### src/rtl/mem_rd_arb_ctrl_if.sv
// AXI4 read-master bundle used by mem_rd_arb_ctrl.
// The master modport is the controller side; the slave modport is the memory side.
interface mem_rd_arb_ctrl_if #(
    parameter int ADDR_W = 32,
    parameter int DATA_W = 512,
    parameter int ID_W   = 4
) ();
    logic [ID_W-1:0]   M_AXI_ARID;
    logic [ADDR_W-1:0] M_AXI_ARADDR;
    logic [7:0]        M_AXI_ARLEN;
    logic [2:0]        M_AXI_ARSIZE;
    logic [1:0]        M_AXI_ARBURST;
    logic              M_AXI_ARLOCK;
    logic [3:0]        M_AXI_ARCACHE;
    logic [2:0]        M_AXI_ARPROT;
    logic [3:0]        M_AXI_ARQOS;
    logic              M_AXI_ARVALID;
    logic              M_AXI_ARREADY;
    logic [ID_W-1:0]   M_AXI_RID;
    logic [DATA_W-1:0] M_AXI_RDATA;
    logic [1:0]        M_AXI_RRESP;
    logic              M_AXI_RLAST;
    logic              M_AXI_RVALID;
    logic              M_AXI_RREADY;

    modport master (
        output M_AXI_ARID, M_AXI_ARADDR, M_AXI_ARLEN, M_AXI_ARSIZE, M_AXI_ARBURST,
               M_AXI_ARLOCK, M_AXI_ARCACHE, M_AXI_ARPROT, M_AXI_ARQOS, M_AXI_ARVALID,
               M_AXI_RREADY,
        input  M_AXI_ARREADY, M_AXI_RID, M_AXI_RDATA, M_AXI_RRESP, M_AXI_RLAST,
               M_AXI_RVALID
    );

    modport slave (
        input  M_AXI_ARID, M_AXI_ARADDR, M_AXI_ARLEN, M_AXI_ARSIZE, M_AXI_ARBURST,
               M_AXI_ARLOCK, M_AXI_ARCACHE, M_AXI_ARPROT, M_AXI_ARQOS, M_AXI_ARVALID,
               M_AXI_RREADY,
        output M_AXI_ARREADY, M_AXI_RID, M_AXI_RDATA, M_AXI_RRESP, M_AXI_RLAST,
               M_AXI_RVALID
    );
endinterface

### src/rtl/mem_rd_arb_ctrl.sv
// Multi-port read arbiter in front of one AXI4 read master.
// Round-robin grants one requestor at a time onto the AR channel, limits each
// port to MAX_OUTS bursts in flight, and steers R beats back by RID.
// Optional macro MEM_RD_RRESP_CHK_EN: sticky per-port error on RRESP != OKAY.
module mem_rd_arb_ctrl #(
    parameter int NPORT    = 10,
    parameter int ADDR_W   = 32,
    parameter int DATA_W   = 512,
    parameter int ID_W     = 4,
    parameter int MAX_OUTS = 4
) (
    input  logic                    CLK,
    input  logic                    RST,
    input  logic [NPORT-1:0]        REQ,
    input  logic [NPORT*8-1:0]      LEN,
    input  logic [NPORT*ADDR_W-1:0] ADR,
    output logic [NPORT-1:0]        ACK,
    output logic [NPORT-1:0]        WREN,
    output logic [NPORT-1:0]        WEND,
    output logic [DATA_W-1:0]       WDAT,
    output logic [NPORT-1:0]        ERR,
    mem_rd_arb_ctrl_if.master       m_axi
);
    localparam int         PW         = (NPORT > 1) ? $clog2(NPORT) : 1;
    localparam logic [3:0] MAX_OUTS_C = 4'(MAX_OUTS);
    localparam logic [2:0] AR_SIZE    = 3'($clog2(DATA_W / 8));

    typedef enum logic [1:0] {IDLE = 2'd0, ISSUE = 2'd1, WAIT_RDY = 2'd2} state_t;

    state_t              state_q, state_d;
    logic [PW-1:0]       gnt_q, gnt_d, rr_q, rr_d;
    logic [7:0]          len_q, len_d, arlen_q, arlen_d;
    logic [ADDR_W-1:0]   adr_q, adr_d, araddr_q, araddr_d;
    logic [ID_W-1:0]     arid_q, arid_d;
    logic                arvalid_q, arvalid_d;
    logic [NPORT-1:0]    ack_q, ack_d, wren_q, wren_d, wend_q, wend_d;
    logic [DATA_W-1:0]   wdat_q, wdat_d;
    logic [3:0]          cnt_q [NPORT];
    logic [3:0]          cnt_d [NPORT];
    logic [NPORT-1:0]    elig, inc_v, dec_v;
    logic                pick_vld;
    logic [PW-1:0]       pick;
    logic [7:0]          len_sel;
    logic [ADDR_W-1:0]   adr_sel;

    // Eligible set and round-robin pick starting at the pointer, plus its LEN/ADR
    always_comb begin : arb_comb
        int s;
        s        = 0;
        elig     = '0;
        pick_vld = 1'b0;
        pick     = '0;
        len_sel  = '0;
        adr_sel  = '0;
        for (int p = 0; p < NPORT; p++) begin
            elig[p] = REQ[p] && (cnt_q[p] < MAX_OUTS_C);
        end
        for (int i = 0; i < NPORT; i++) begin
            s = int'(rr_q) + i;
            if (s >= NPORT) s = s - NPORT;
            if (!pick_vld && elig[PW'(s)]) begin
                pick_vld = 1'b1;
                pick     = PW'(s);
            end
        end
        for (int p = 0; p < NPORT; p++) begin
            if (pick == PW'(p)) begin
                len_sel = LEN[p*8 +: 8];
                adr_sel = ADR[p*ADDR_W +: ADDR_W];
            end
        end
    end

    // Command FSM: grant in IDLE, load AR fields in ISSUE, hold them until ARREADY
    always_comb begin
        state_d   = state_q;
        gnt_d     = gnt_q;
        rr_d      = rr_q;
        len_d     = len_q;
        adr_d     = adr_q;
        arid_d    = arid_q;
        araddr_d  = araddr_q;
        arlen_d   = arlen_q;
        arvalid_d = arvalid_q;
        ack_d     = '0;
        case (state_q)
            IDLE: begin
                if (pick_vld) begin
                    gnt_d   = pick;
                    rr_d    = (pick == PW'(NPORT - 1)) ? '0 : pick + PW'(1);
                    len_d   = len_sel;
                    adr_d   = adr_sel;
                    state_d = ISSUE;
                end
            end
            ISSUE: begin
                araddr_d  = adr_q;
                arlen_d   = len_q - 8'd1;    // LEN=0 wraps to 255 (256 beats)
                arid_d    = ID_W'(gnt_q);
                arvalid_d = 1'b1;
                for (int p = 0; p < NPORT; p++) begin
                    ack_d[p] = (gnt_q == PW'(p));
                end
                state_d   = WAIT_RDY;
            end
            WAIT_RDY: begin
                if (m_axi.M_AXI_ARREADY) begin
                    arvalid_d = 1'b0;
                    state_d   = IDLE;
                end
            end
            default: begin
                arvalid_d = 1'b0;
                state_d   = IDLE;
            end
        endcase
    end

    // Outstanding-burst counters: +1 on AR handshake, -1 on last beat, floor at 0
    always_comb begin
        inc_v = '0;
        dec_v = '0;
        for (int p = 0; p < NPORT; p++) begin
            inc_v[p] = arvalid_q && m_axi.M_AXI_ARREADY && (arid_q == ID_W'(p));
            dec_v[p] = m_axi.M_AXI_RVALID && m_axi.M_AXI_RLAST && (m_axi.M_AXI_RID == ID_W'(p));
            cnt_d[p] = cnt_q[p];
            if (inc_v[p] && !dec_v[p]) begin
                cnt_d[p] = cnt_q[p] + 4'd1;
            end else if (dec_v[p] && !inc_v[p] && (cnt_q[p] != 4'd0)) begin
                cnt_d[p] = cnt_q[p] - 4'd1;
            end
        end
    end

    // Read-data steering by RID; out-of-range IDs match no port and are dropped
    always_comb begin
        wren_d = '0;
        wend_d = '0;
        wdat_d = m_axi.M_AXI_RDATA;
        for (int p = 0; p < NPORT; p++) begin
            wren_d[p] = m_axi.M_AXI_RVALID && (m_axi.M_AXI_RID == ID_W'(p));
            wend_d[p] = wren_d[p] && m_axi.M_AXI_RLAST;
        end
    end

    // State, command and read-path registers
    always_ff @(posedge CLK) begin
        if (RST) begin
            state_q   <= IDLE;
            gnt_q     <= '0;
            rr_q      <= '0;
            len_q     <= '0;
            adr_q     <= '0;
            arid_q    <= '0;
            araddr_q  <= '0;
            arlen_q   <= '0;
            arvalid_q <= 1'b0;
            ack_q     <= '0;
            wren_q    <= '0;
            wend_q    <= '0;
            wdat_q    <= '0;
            for (int p = 0; p < NPORT; p++) cnt_q[p] <= '0;
        end else begin
            state_q   <= state_d;
            gnt_q     <= gnt_d;
            rr_q      <= rr_d;
            len_q     <= len_d;
            adr_q     <= adr_d;
            arid_q    <= arid_d;
            araddr_q  <= araddr_d;
            arlen_q   <= arlen_d;
            arvalid_q <= arvalid_d;
            ack_q     <= ack_d;
            wren_q    <= wren_d;
            wend_q    <= wend_d;
            wdat_q    <= wdat_d;
            for (int p = 0; p < NPORT; p++) cnt_q[p] <= cnt_d[p];
        end
    end

`ifdef MEM_RD_RRESP_CHK_EN
    logic [NPORT-1:0] err_q, err_d;

    // Sticky error flag per port on any non-OKAY response beat
    always_comb begin
        err_d = err_q;
        for (int p = 0; p < NPORT; p++) begin
            if (m_axi.M_AXI_RVALID && (m_axi.M_AXI_RID == ID_W'(p)) &&
                (m_axi.M_AXI_RRESP != 2'b00)) begin
                err_d[p] = 1'b1;
            end
        end
    end

    // Error flags clear only on reset
    always_ff @(posedge CLK) begin
        if (RST) err_q <= '0;
        else     err_q <= err_d;
    end

    assign ERR = err_q;
`else
    logic unused_rresp;
    assign unused_rresp = ^m_axi.M_AXI_RRESP;
    assign ERR          = '0;
`endif

    assign ACK  = ack_q;
    assign WREN = wren_q;
    assign WEND = wend_q;
    assign WDAT = wdat_q;

    assign m_axi.M_AXI_ARID    = arid_q;
    assign m_axi.M_AXI_ARADDR  = araddr_q;
    assign m_axi.M_AXI_ARLEN   = arlen_q;
    assign m_axi.M_AXI_ARSIZE  = AR_SIZE;
    assign m_axi.M_AXI_ARBURST = 2'b01;
    assign m_axi.M_AXI_ARLOCK  = 1'b0;
    assign m_axi.M_AXI_ARCACHE = 4'd0;
    assign m_axi.M_AXI_ARPROT  = 3'd0;
    assign m_axi.M_AXI_ARQOS   = 4'd0;
    assign m_axi.M_AXI_ARVALID = arvalid_q;
    assign m_axi.M_AXI_RREADY  = 1'b1;
endmodule

### src/flat_wrapper.sv
// flat-port wrapper written by rule: the top's interface ports become plain ports
module mem_rd_arb_ctrl_flat 
#(
    parameter int NPORT    = 10,
    parameter int ADDR_W   = 32,
    parameter int DATA_W   = 512,
    parameter int ID_W     = 4,
    parameter int MAX_OUTS = 4
)
  (CLK, RST, REQ, LEN, ADR, ACK, WREN, WEND, WDAT, ERR, m_axi_M_AXI_ARID, m_axi_M_AXI_ARADDR, m_axi_M_AXI_ARLEN, m_axi_M_AXI_ARSIZE, m_axi_M_AXI_ARBURST, m_axi_M_AXI_ARLOCK, m_axi_M_AXI_ARCACHE, m_axi_M_AXI_ARPROT, m_axi_M_AXI_ARQOS, m_axi_M_AXI_ARVALID, m_axi_M_AXI_RREADY, m_axi_M_AXI_ARREADY, m_axi_M_AXI_RID, m_axi_M_AXI_RDATA, m_axi_M_AXI_RRESP, m_axi_M_AXI_RLAST, m_axi_M_AXI_RVALID);
  mem_rd_arb_ctrl_if #(.ADDR_W(ADDR_W), .DATA_W(DATA_W), .ID_W(ID_W)) m_axi_i ();
  input  logic CLK;
  input  logic RST;
  input  logic [NPORT-1:0] REQ;
  input  logic [NPORT*8-1:0] LEN;
  input  logic [NPORT*ADDR_W-1:0] ADR;
  output logic [NPORT-1:0] ACK;
  output logic [NPORT-1:0] WREN;
  output logic [NPORT-1:0] WEND;
  output logic [DATA_W-1:0] WDAT;
  output logic [NPORT-1:0] ERR;
  output wire logic [$bits(m_axi_i.M_AXI_ARID)-1:0] m_axi_M_AXI_ARID;
  output wire logic [$bits(m_axi_i.M_AXI_ARADDR)-1:0] m_axi_M_AXI_ARADDR;
  output wire logic [$bits(m_axi_i.M_AXI_ARLEN)-1:0] m_axi_M_AXI_ARLEN;
  output wire logic [$bits(m_axi_i.M_AXI_ARSIZE)-1:0] m_axi_M_AXI_ARSIZE;
  output wire logic [$bits(m_axi_i.M_AXI_ARBURST)-1:0] m_axi_M_AXI_ARBURST;
  output wire logic [$bits(m_axi_i.M_AXI_ARLOCK)-1:0] m_axi_M_AXI_ARLOCK;
  output wire logic [$bits(m_axi_i.M_AXI_ARCACHE)-1:0] m_axi_M_AXI_ARCACHE;
  output wire logic [$bits(m_axi_i.M_AXI_ARPROT)-1:0] m_axi_M_AXI_ARPROT;
  output wire logic [$bits(m_axi_i.M_AXI_ARQOS)-1:0] m_axi_M_AXI_ARQOS;
  output wire logic [$bits(m_axi_i.M_AXI_ARVALID)-1:0] m_axi_M_AXI_ARVALID;
  output wire logic [$bits(m_axi_i.M_AXI_RREADY)-1:0] m_axi_M_AXI_RREADY;
  input wire logic [$bits(m_axi_i.M_AXI_ARREADY)-1:0] m_axi_M_AXI_ARREADY;
  input wire logic [$bits(m_axi_i.M_AXI_RID)-1:0] m_axi_M_AXI_RID;
  input wire logic [$bits(m_axi_i.M_AXI_RDATA)-1:0] m_axi_M_AXI_RDATA;
  input wire logic [$bits(m_axi_i.M_AXI_RRESP)-1:0] m_axi_M_AXI_RRESP;
  input wire logic [$bits(m_axi_i.M_AXI_RLAST)-1:0] m_axi_M_AXI_RLAST;
  input wire logic [$bits(m_axi_i.M_AXI_RVALID)-1:0] m_axi_M_AXI_RVALID;
  assign m_axi_M_AXI_ARID = m_axi_i.M_AXI_ARID;
  assign m_axi_M_AXI_ARADDR = m_axi_i.M_AXI_ARADDR;
  assign m_axi_M_AXI_ARLEN = m_axi_i.M_AXI_ARLEN;
  assign m_axi_M_AXI_ARSIZE = m_axi_i.M_AXI_ARSIZE;
  assign m_axi_M_AXI_ARBURST = m_axi_i.M_AXI_ARBURST;
  assign m_axi_M_AXI_ARLOCK = m_axi_i.M_AXI_ARLOCK;
  assign m_axi_M_AXI_ARCACHE = m_axi_i.M_AXI_ARCACHE;
  assign m_axi_M_AXI_ARPROT = m_axi_i.M_AXI_ARPROT;
  assign m_axi_M_AXI_ARQOS = m_axi_i.M_AXI_ARQOS;
  assign m_axi_M_AXI_ARVALID = m_axi_i.M_AXI_ARVALID;
  assign m_axi_M_AXI_RREADY = m_axi_i.M_AXI_RREADY;
  assign m_axi_i.M_AXI_ARREADY = m_axi_M_AXI_ARREADY;
  assign m_axi_i.M_AXI_RID = m_axi_M_AXI_RID;
  assign m_axi_i.M_AXI_RDATA = m_axi_M_AXI_RDATA;
  assign m_axi_i.M_AXI_RRESP = m_axi_M_AXI_RRESP;
  assign m_axi_i.M_AXI_RLAST = m_axi_M_AXI_RLAST;
  assign m_axi_i.M_AXI_RVALID = m_axi_M_AXI_RVALID;
  mem_rd_arb_ctrl #(.NPORT(NPORT), .ADDR_W(ADDR_W), .DATA_W(DATA_W), .ID_W(ID_W), .MAX_OUTS(MAX_OUTS)) u_core (.CLK(CLK), .RST(RST), .REQ(REQ), .LEN(LEN), .ADR(ADR), .ACK(ACK), .WREN(WREN), .WEND(WEND), .WDAT(WDAT), .ERR(ERR), .m_axi(m_axi_i));
endmodule
### config.mk
export PLATFORM = sky130hd
export DESIGN_NAME = mem_rd_arb_ctrl_flat
export DESIGN_NICKNAME = d
export VERILOG_FILES = /design/src/rtl/mem_rd_arb_ctrl_if.sv /design/src/rtl/mem_rd_arb_ctrl.sv /design/src/flat_wrapper.sv
export SDC_FILE = /design/constraint.sdc
export NUM_CORES = 1
export LEC_CHECK = 0
export ABC_CLOCK_PERIOD_IN_PS = 8200
export BUFFER_PORTS_ARGS = -buffer_cell sky130_fd_sc_hd__buf_2
export CAP_MARGIN = 20
export CORE_AREA = 2 2 597 599
export CTS_CLUSTER_DIAMETER = 30
export DETAILED_ROUTE_END_ITERATION = 12
export DIE_AREA = 0 0 599 601
export PLACE_DENSITY_LB_ADDON = 0.3
export SLEW_MARGIN = 20
export SYNTH_ARGS = -nofsm -noshare
export SYNTH_HDL_FRONTEND = slang
export SYNTH_SLANG_ARGS = --single-unit
### constraint.sdc
create_clock -name CLK -period 8.2 [get_ports CLK]
set_clock_uncertainty 0.1 [all_clocks]
set_input_delay 0.82 -clock CLK [delete_from_list [all_inputs] [get_ports CLK]]
set_output_delay 0.82 -clock CLK [all_outputs]
set_load 0.02 [all_outputs]
# Yosys cells after proc, flatten, opt, wreduce, memory -nomap -nowiden
# Memory sizes are Yosys's and may differ from the RTL's.
# Index checks and enable logic that the tools add are counted.
# Widths: inputs -> output; s select.
# totals
ff_bits,637
latchBits,0
ramBits,40
rom_bits,0
output_inout_bits,615
wordCells,395
mem_count,1
# mem_list
name,depth,word_bits,read_ports,rd_ports_with_merged_regs,wr,line_no,text
u_core.cnt_q,10,4,10,0,10,mem_rd_arb_ctrl.sv:38,logic [3:0] cnt_q [NPORT];
# classes
addsub,41
multipliers,0
div_mod_pow,0
magnitude_cmp,30
eq_ne,40
shift,0
n_mux,119
bitwise,12
reduce_logical,139
# op_table
operator,n
$mux 32,10
$mux 4,51
$logic_and 1x1->1,91
$mux 8,10
$eq 4x3->1 const B,16
$lt 4x6->1 const B,10
$ge 5x4->1 const B,9
$add 4x1->4 const B,11
$bmux 1 s4,10
$lt 4x3->1 const B,10
$reduce_bool 4->1,10
$sub 4x1->4 const B,10
$sub 4x4->4 const B,10
$mux 1,34
$eq 4x2->1 const B,8
$eq 4x4->1 const B,8
$logic_not 1->1,29
$add 4x3->5 const B,4
$eq 4x1->1 const B,4
$logic_not 4->1,4
$add 4x2->5 const B,2
$add 4x4->5 const B,2
$or 1x1->1,10
$sub 8x1->8 const B,1
other kinds (13),17

# Logic depth before layout (Yosys ltp)
# An unclocked memory read counts as a cell.
# depth
ltp_word,45
mapped_depth,24

# Worst setup path after synthesis
# Ideal clock, no wire load.
# synth_path
path_kind,reg-to-reg
from,register u_core.rr_q[1]
to,register u_core.adr_q[27]
t_arrival_ns,4.570
path_slack_ns,3.399
stages_incl_launch_ff,21
n_path_buf,4
synth_period_minus_slack_ns,4.801
cell_sequence,dfxtp_1 buf_2 inv_1 ha_1 xnor2_2 inv_1 ha_1 a31o_1 a21o_1 and2_1 clkbuf_1 o2111ai_1 and4b_1 buf_4 o2111ai_1 a32oi_4 buf_6 mux2_2 a21o_1 a31oi_1 o22ai_1
# synth_between
elab_chain_cells,44
# synth_lines
item,line_no,text
start: declaration,mem_rd_arb_ctrl.sv:31,"logic [PW-1:0] gnt_q, gnt_d, rr_q, rr_d;"
start signal: assignment,mem_rd_arb_ctrl.sv:166,rr_q <= rr_d;
"parallel branches: the longest is 44 deep, another holds $add 4x1->5",-,
end signal: assignment,mem_rd_arb_ctrl.sv:168,adr_q <= adr_d;
end: declaration,mem_rd_arb_ctrl.sv:33,"logic [ADDR_W-1:0] adr_q, adr_d, araddr_q, araddr_d;"
# Several ways; the timed one is not identified. The select of a mux whose other input is x is not followed.
# A chain may end at the register's enable or synchronous reset.

# Worst setup path in the final report
# layout_path
from,register u_core.rr_q[3]
to,register u_core.adr_q[15]
# The elaborated chain is that of the path after synthesis.

==> impl_summary.md <==
Route
The first detailed-routing pass ran for 7 iterations. After detailed routing, the number of remaining DRC violations is 0. Once detail routing completed, the nets flagged for antenna violations numbered 0. Summed over all layers, the routed wires come to roughly 300000 um.

The routed layout has 30.7k vias. The number of DRC markers after the initial detailed-route iteration is 2037. Using the TritonRoute via totals, the vias-per-cell ratio works out to 3.17. In the final routed layout, each cell accounts on average for 30.4 um.

Global routing
The number of global-route vias before repair is 31.3k. Across every metal layer, demand over resource in global routing totals 15.7%. The remaining global-route overflow is 0. Entering global routing, the biggest net connects 143 pins. The first global-routing pass estimated ~360000 um of wire. The initial antenna violation count is 220.

Place
OpenSTA, run right after detailed placement, puts the worst setup slack at 1.20 ns. The count of buffers from port buffering is between 1.5k and 2k. After legalization and detailed placement, the total HPWL measured 256000 um. The area after detailed placement is just over 40000 um^2.

Routability-driven placement finished with a final weighted congestion of 0.931.

Setup path
STA puts the critical path data required time at 8.80 ns. The worst setup path is of the flop to flop kind. The largest single stage delay on the critical path is 1.11 ns. In this design, the largest share of critical-path delay is due to compound AO/OA/AOI/OAI gates. The count of cells along the worst register-to-register path is 15. The startpoint type of the worst setup path is a flop.

Of all nets on the critical path, the largest fanout is 28. The data arrival time of the critical path is 7.72 ns. The endpoint of the worst-slack reg-to-reg timing path is u_core.adr_q[15]$_SDFFE_PP0P_. For this design, the slowest cell found on the critical path is sky130_fd_sc_hd__a211oi_1. The type of destination of the critical path is a flop. Walking the worst path, the cells encountered are ha_1, nor3b_1, a211oi_2, mux2_2, a22oi_2, nand2_1, nor3_2, nand3_1, o211ai_1, and2_4, buf_4, mux2i_1, o2bb2ai_1, a211oi_1, o21ai_1. The worst reg-to-reg setup slack is 1.08 ns. The combined buffer and inverter count along the critical path is 1.

The launch instance of the worst register-to-register path is u_core.rr_q[3]$_SDFFE_PP0P_.

Power
Net switching is a little under half of the power. In this run the power density over the cells is 549 nW/um^2. The internal cell power is 0.0149 W.

The fraction of power consumed by the clock network is 35.7%. For this design the total switching power over the nets is 0.0127 W. The total leakage power is 21.8 nW. Combinational logic is responsible for 50.2% of the overall power. The register share of total power is 14.0%. The maximum resistive drop on vdd is 0.528 mV.

STA
The headroom to the max-slew limit is 8.28%. The setup total negative slack is 0 ns. The slew at the pin closest to its max-slew limit is ~1.4 ns. Setup repair after global routing left no endpoint under its margin. The worst path meets setup with 1.08 ns of slack. The number of max-slew violations in the final report is 0.

For the finished layout, the period the worst path requires is 7.12 ns. The post-route clock period utilization is 86.8%. Across all hold checks on the routed design, the worst slack comes to 0.0912 ns. The peak clock frequency supported by timing is 0.140 GHz. Setup violations remaining at the end of the flow were counted as 0. The hold violation count in the final report came to 0.

Cells and area
Leaving out fill and tap cells, the most frequent cells in the layout are sky130_fd_sc_hd__buf_2, sky130_fd_sc_hd__dfxtp_1, sky130_fd_sc_hd__nor2b_1. Summing all non-filler instances in the final layout gives an area of 50400 um^2. The filler cell count is between 40k and 50k. The fraction of final layout cells sized beyond drive strength 1 is 42.6%. Measured on the finished design, the core utilization comes to 14.2%.

The sequential cell area is 13600 um^2. The area used by multi-input combinational logic is between 10000 and 15000 um^2. For this run, the post-layout net count is ~5.6k. The area added between synthesis and finish is 86.4%. The most frequent standard cell in the layout excluding fill and tap cells is sky130_fd_sc_hd__buf_2.

Die
For this configuration, the core starts out at a cell density of 7.64%. The die covers roughly 360000 um^2. The I/O pin count is 1548. The floorplan step defined a core boundary enclosing 354000 um^2. The floorplan die height is ~600 um.

The die is between 500 and 600 um wide. After floorplanning, the core was divided into around 220 placement rows.

Synthesis
The distinct cell type count after synthesis is 98. Dividing the synthesized area by the synthesized cell count gives 9.39 um^2. The cell count after synthesis came out at 2878. For this run, the leading register cell type out of synthesis is sky130_fd_sc_hd__dfxtp_1. Counting flops with a built-in enable in the synthesized netlist gives 0. The sequential share of the synthesized area is 50.1%. Summing every instance area after synthesis gives 27000 um^2.

Yosys printed 0 warnings. After synthesis the netlist holds a flip-flop and latch count of between 600 and 700. The proportion of register bits with asynchronous set or reset after synthesis is 0%.

Clock tree
The H-tree depth is 4. Counting the buffers created by CTS gives 235. The setup fix buffers added after clock tree synthesis is 0. The buffer depth of the longest clock path is 4.

The tree built by TritonCTS fans out to 677 sinks. The latest clock arrival within the worst-skew pair is 0.89 ns. TritonCTS built the clock tree. Clock-pin slew was measured on the worst setup and hold paths at 0.04 ns. The clock root buffer master is sky130_fd_sc_hd__clkbuf_16.

Min path
The hold-critical path endpoint is u_core.WDAT[351]$_SDFF_PP0_. The worst min-delay path category is input port to flop. The hold path startpoint is m_axi_M_AXI_RDATA[351].

The hold path depth is 2.

Job
The number of max-cap violations is 0.

Run status
The run finished with clean final reports.
-- what timing repair did --
item	CTS	global route
resized for setup	0	0
hold buffers	108	0
endpoints found under the hold margin	108	0
-- synthesized netlist by cell type (11+ instances only) --
library cell                instances  area, um^2
sky130_fd_sc_hd__nor2_1           213         800
sky130_fd_sc_hd__nor2b_1          517        3230
sky130_fd_sc_hd__inv_1             22        82.6
sky130_fd_sc_hd__fa_1              11         220
sky130_fd_sc_hd__buf_2             39         195
sky130_fd_sc_hd__buf_4             41         308
sky130_fd_sc_hd__or3_1             13        81.3
sky130_fd_sc_hd__o21ai_0           64         320
sky130_fd_sc_hd__mux2_2            11         124
sky130_fd_sc_hd__xor2_1            12         105
sky130_fd_sc_hd__nand2b_1          26         163
sky130_fd_sc_hd__a221o_1           12         120
sky130_fd_sc_hd__dfxtp_1          677       13600
sky130_fd_sc_hd__o211ai_1          15         113
sky130_fd_sc_hd__mux2i_1           89         891
sky130_fd_sc_hd__clkbuf_1         110         413
sky130_fd_sc_hd__a21oi_1           98         490
sky130_fd_sc_hd__or2_2             12        75.1
sky130_fd_sc_hd__and2_1            19         119
sky130_fd_sc_hd__nand4_1           27         169
sky130_fd_sc_hd__o2bb2ai_1         30         263
sky130_fd_sc_hd__ha_1              43         538
sky130_fd_sc_hd__nand2_1          290        1090
sky130_fd_sc_hd__o21ai_1           33         165
sky130_fd_sc_hd__nor3_1            46         230
sky130_fd_sc_hd__o21a_1            11        82.6
sky130_fd_sc_hd__a21o_1            20         150
sky130_fd_sc_hd__a211oi_1          46         345
sky130_fd_sc_hd__xnor2_1           32         280
sky130_fd_sc_hd__nand3_1           66         330
sky130_fd_sc_hd__a31oi_1           22         138
-- cells by family (layout without fill, tap and decap cells) --
family	Yosys count	after routing	synth area share [%]
compound gates	472	472	12.2
xor+xnor	48	48	1.67
fa+ha+maj	54	54	2.80
buf+inv	228	2148	4.08
flops	677	677	50.1
mux	101	101	3.81
other cells	2	116	0.0278
simple gates	1296	1296	25.3
-- power by group through the flow --
stage                     clock [W]  sequential (W)  combinational, W
after floorplan                   0         0.00399           0.00705
after global placement            0         0.00396            0.0142
after detailed placement          0         0.00396            0.0142
after CTS                    0.0101         0.00391            0.0143
after global routing         0.0103         0.00392            0.0149
final                       0.00990         0.00389            0.0139
-- area by class of cell --
type | instances | area share [%]
sequential | 677 | 26.9
antenna | 88 | 0.437
inverter | 24 | 0.179
tap | 4751 | 11.8
clock buffer | 318 | 13.3
clock inverter | 117 | 4.06
timing repair buffer | 1689 | 18.4
multi-input combinational | 1999 | 24.9
-- per-layer routing --
layer | share of wire (%) | track usage [%] | vias up
met1 | 40 | 18.2 | 15000
met3 | 7.2 | 4.30 | 499
met4 | 5.1 | 7.24 | 52
li1 | - | - | 13400
met2 | 48 | 26.5 | 1715
met5 | 0.12 | 0 | -
-- stage by stage --
step / std cells / total power [W]
final: 9663 / 0.0277
after global routing: 9625 / 0.0291
after CTS: 9575 / 0.0283
after detailed placement: 9032 / 0.0181
after global placement: 9032 / 0.0181
after floorplan: 2904 / 0.0110
-- worst max-delay path by stage --
stage,startpoint,end,slack [ns],cells after the start
global route,u_core.rr_q[3]$_SDFFE_PP0P_,u_core.adr_q[15]$_SDFFE_PP0P_,0.85,15
global placement,u_core.rr_q[3]$_SDFFE_PP0P_,u_core.adr_q[27]$_SDFFE_PP0P_,1.12,15
floorplan,u_core.rr_q[1]$_SDFFE_PP0P_,u_core.adr_q[27]$_SDFFE_PP0P_,3.40,20
finish,u_core.rr_q[3]$_SDFFE_PP0P_,u_core.adr_q[15]$_SDFFE_PP0P_,1.08,15
CTS,u_core.rr_q[3]$_SDFFE_PP0P_,u_core.adr_q[15]$_SDFFE_PP0P_,1.19,15
detailed placement,u_core.rr_q[3]$_SDFFE_PP0P_,u_core.adr_q[15]$_SDFFE_PP0P_,1.20,15
-- state kept, by name (all words and copies together), names as in the netlist, 8 cells and up --
| signal | cells |
|---|---|
| u_core.WDAT | 512 |
| u_core.adr_q | 32 |
| u_core.WREN | 10 |
| u_core.len_q | 8 |
| u_core.cnt_q | 40 |
| u_core.m_axi.M_AXI_ARADDR | 32 |
| u_core.m_axi.M_AXI_ARLEN | 8 |
| u_core.ACK | 10 |
| u_core.WEND | 10 |
Power figures use the tool's default switching activity.
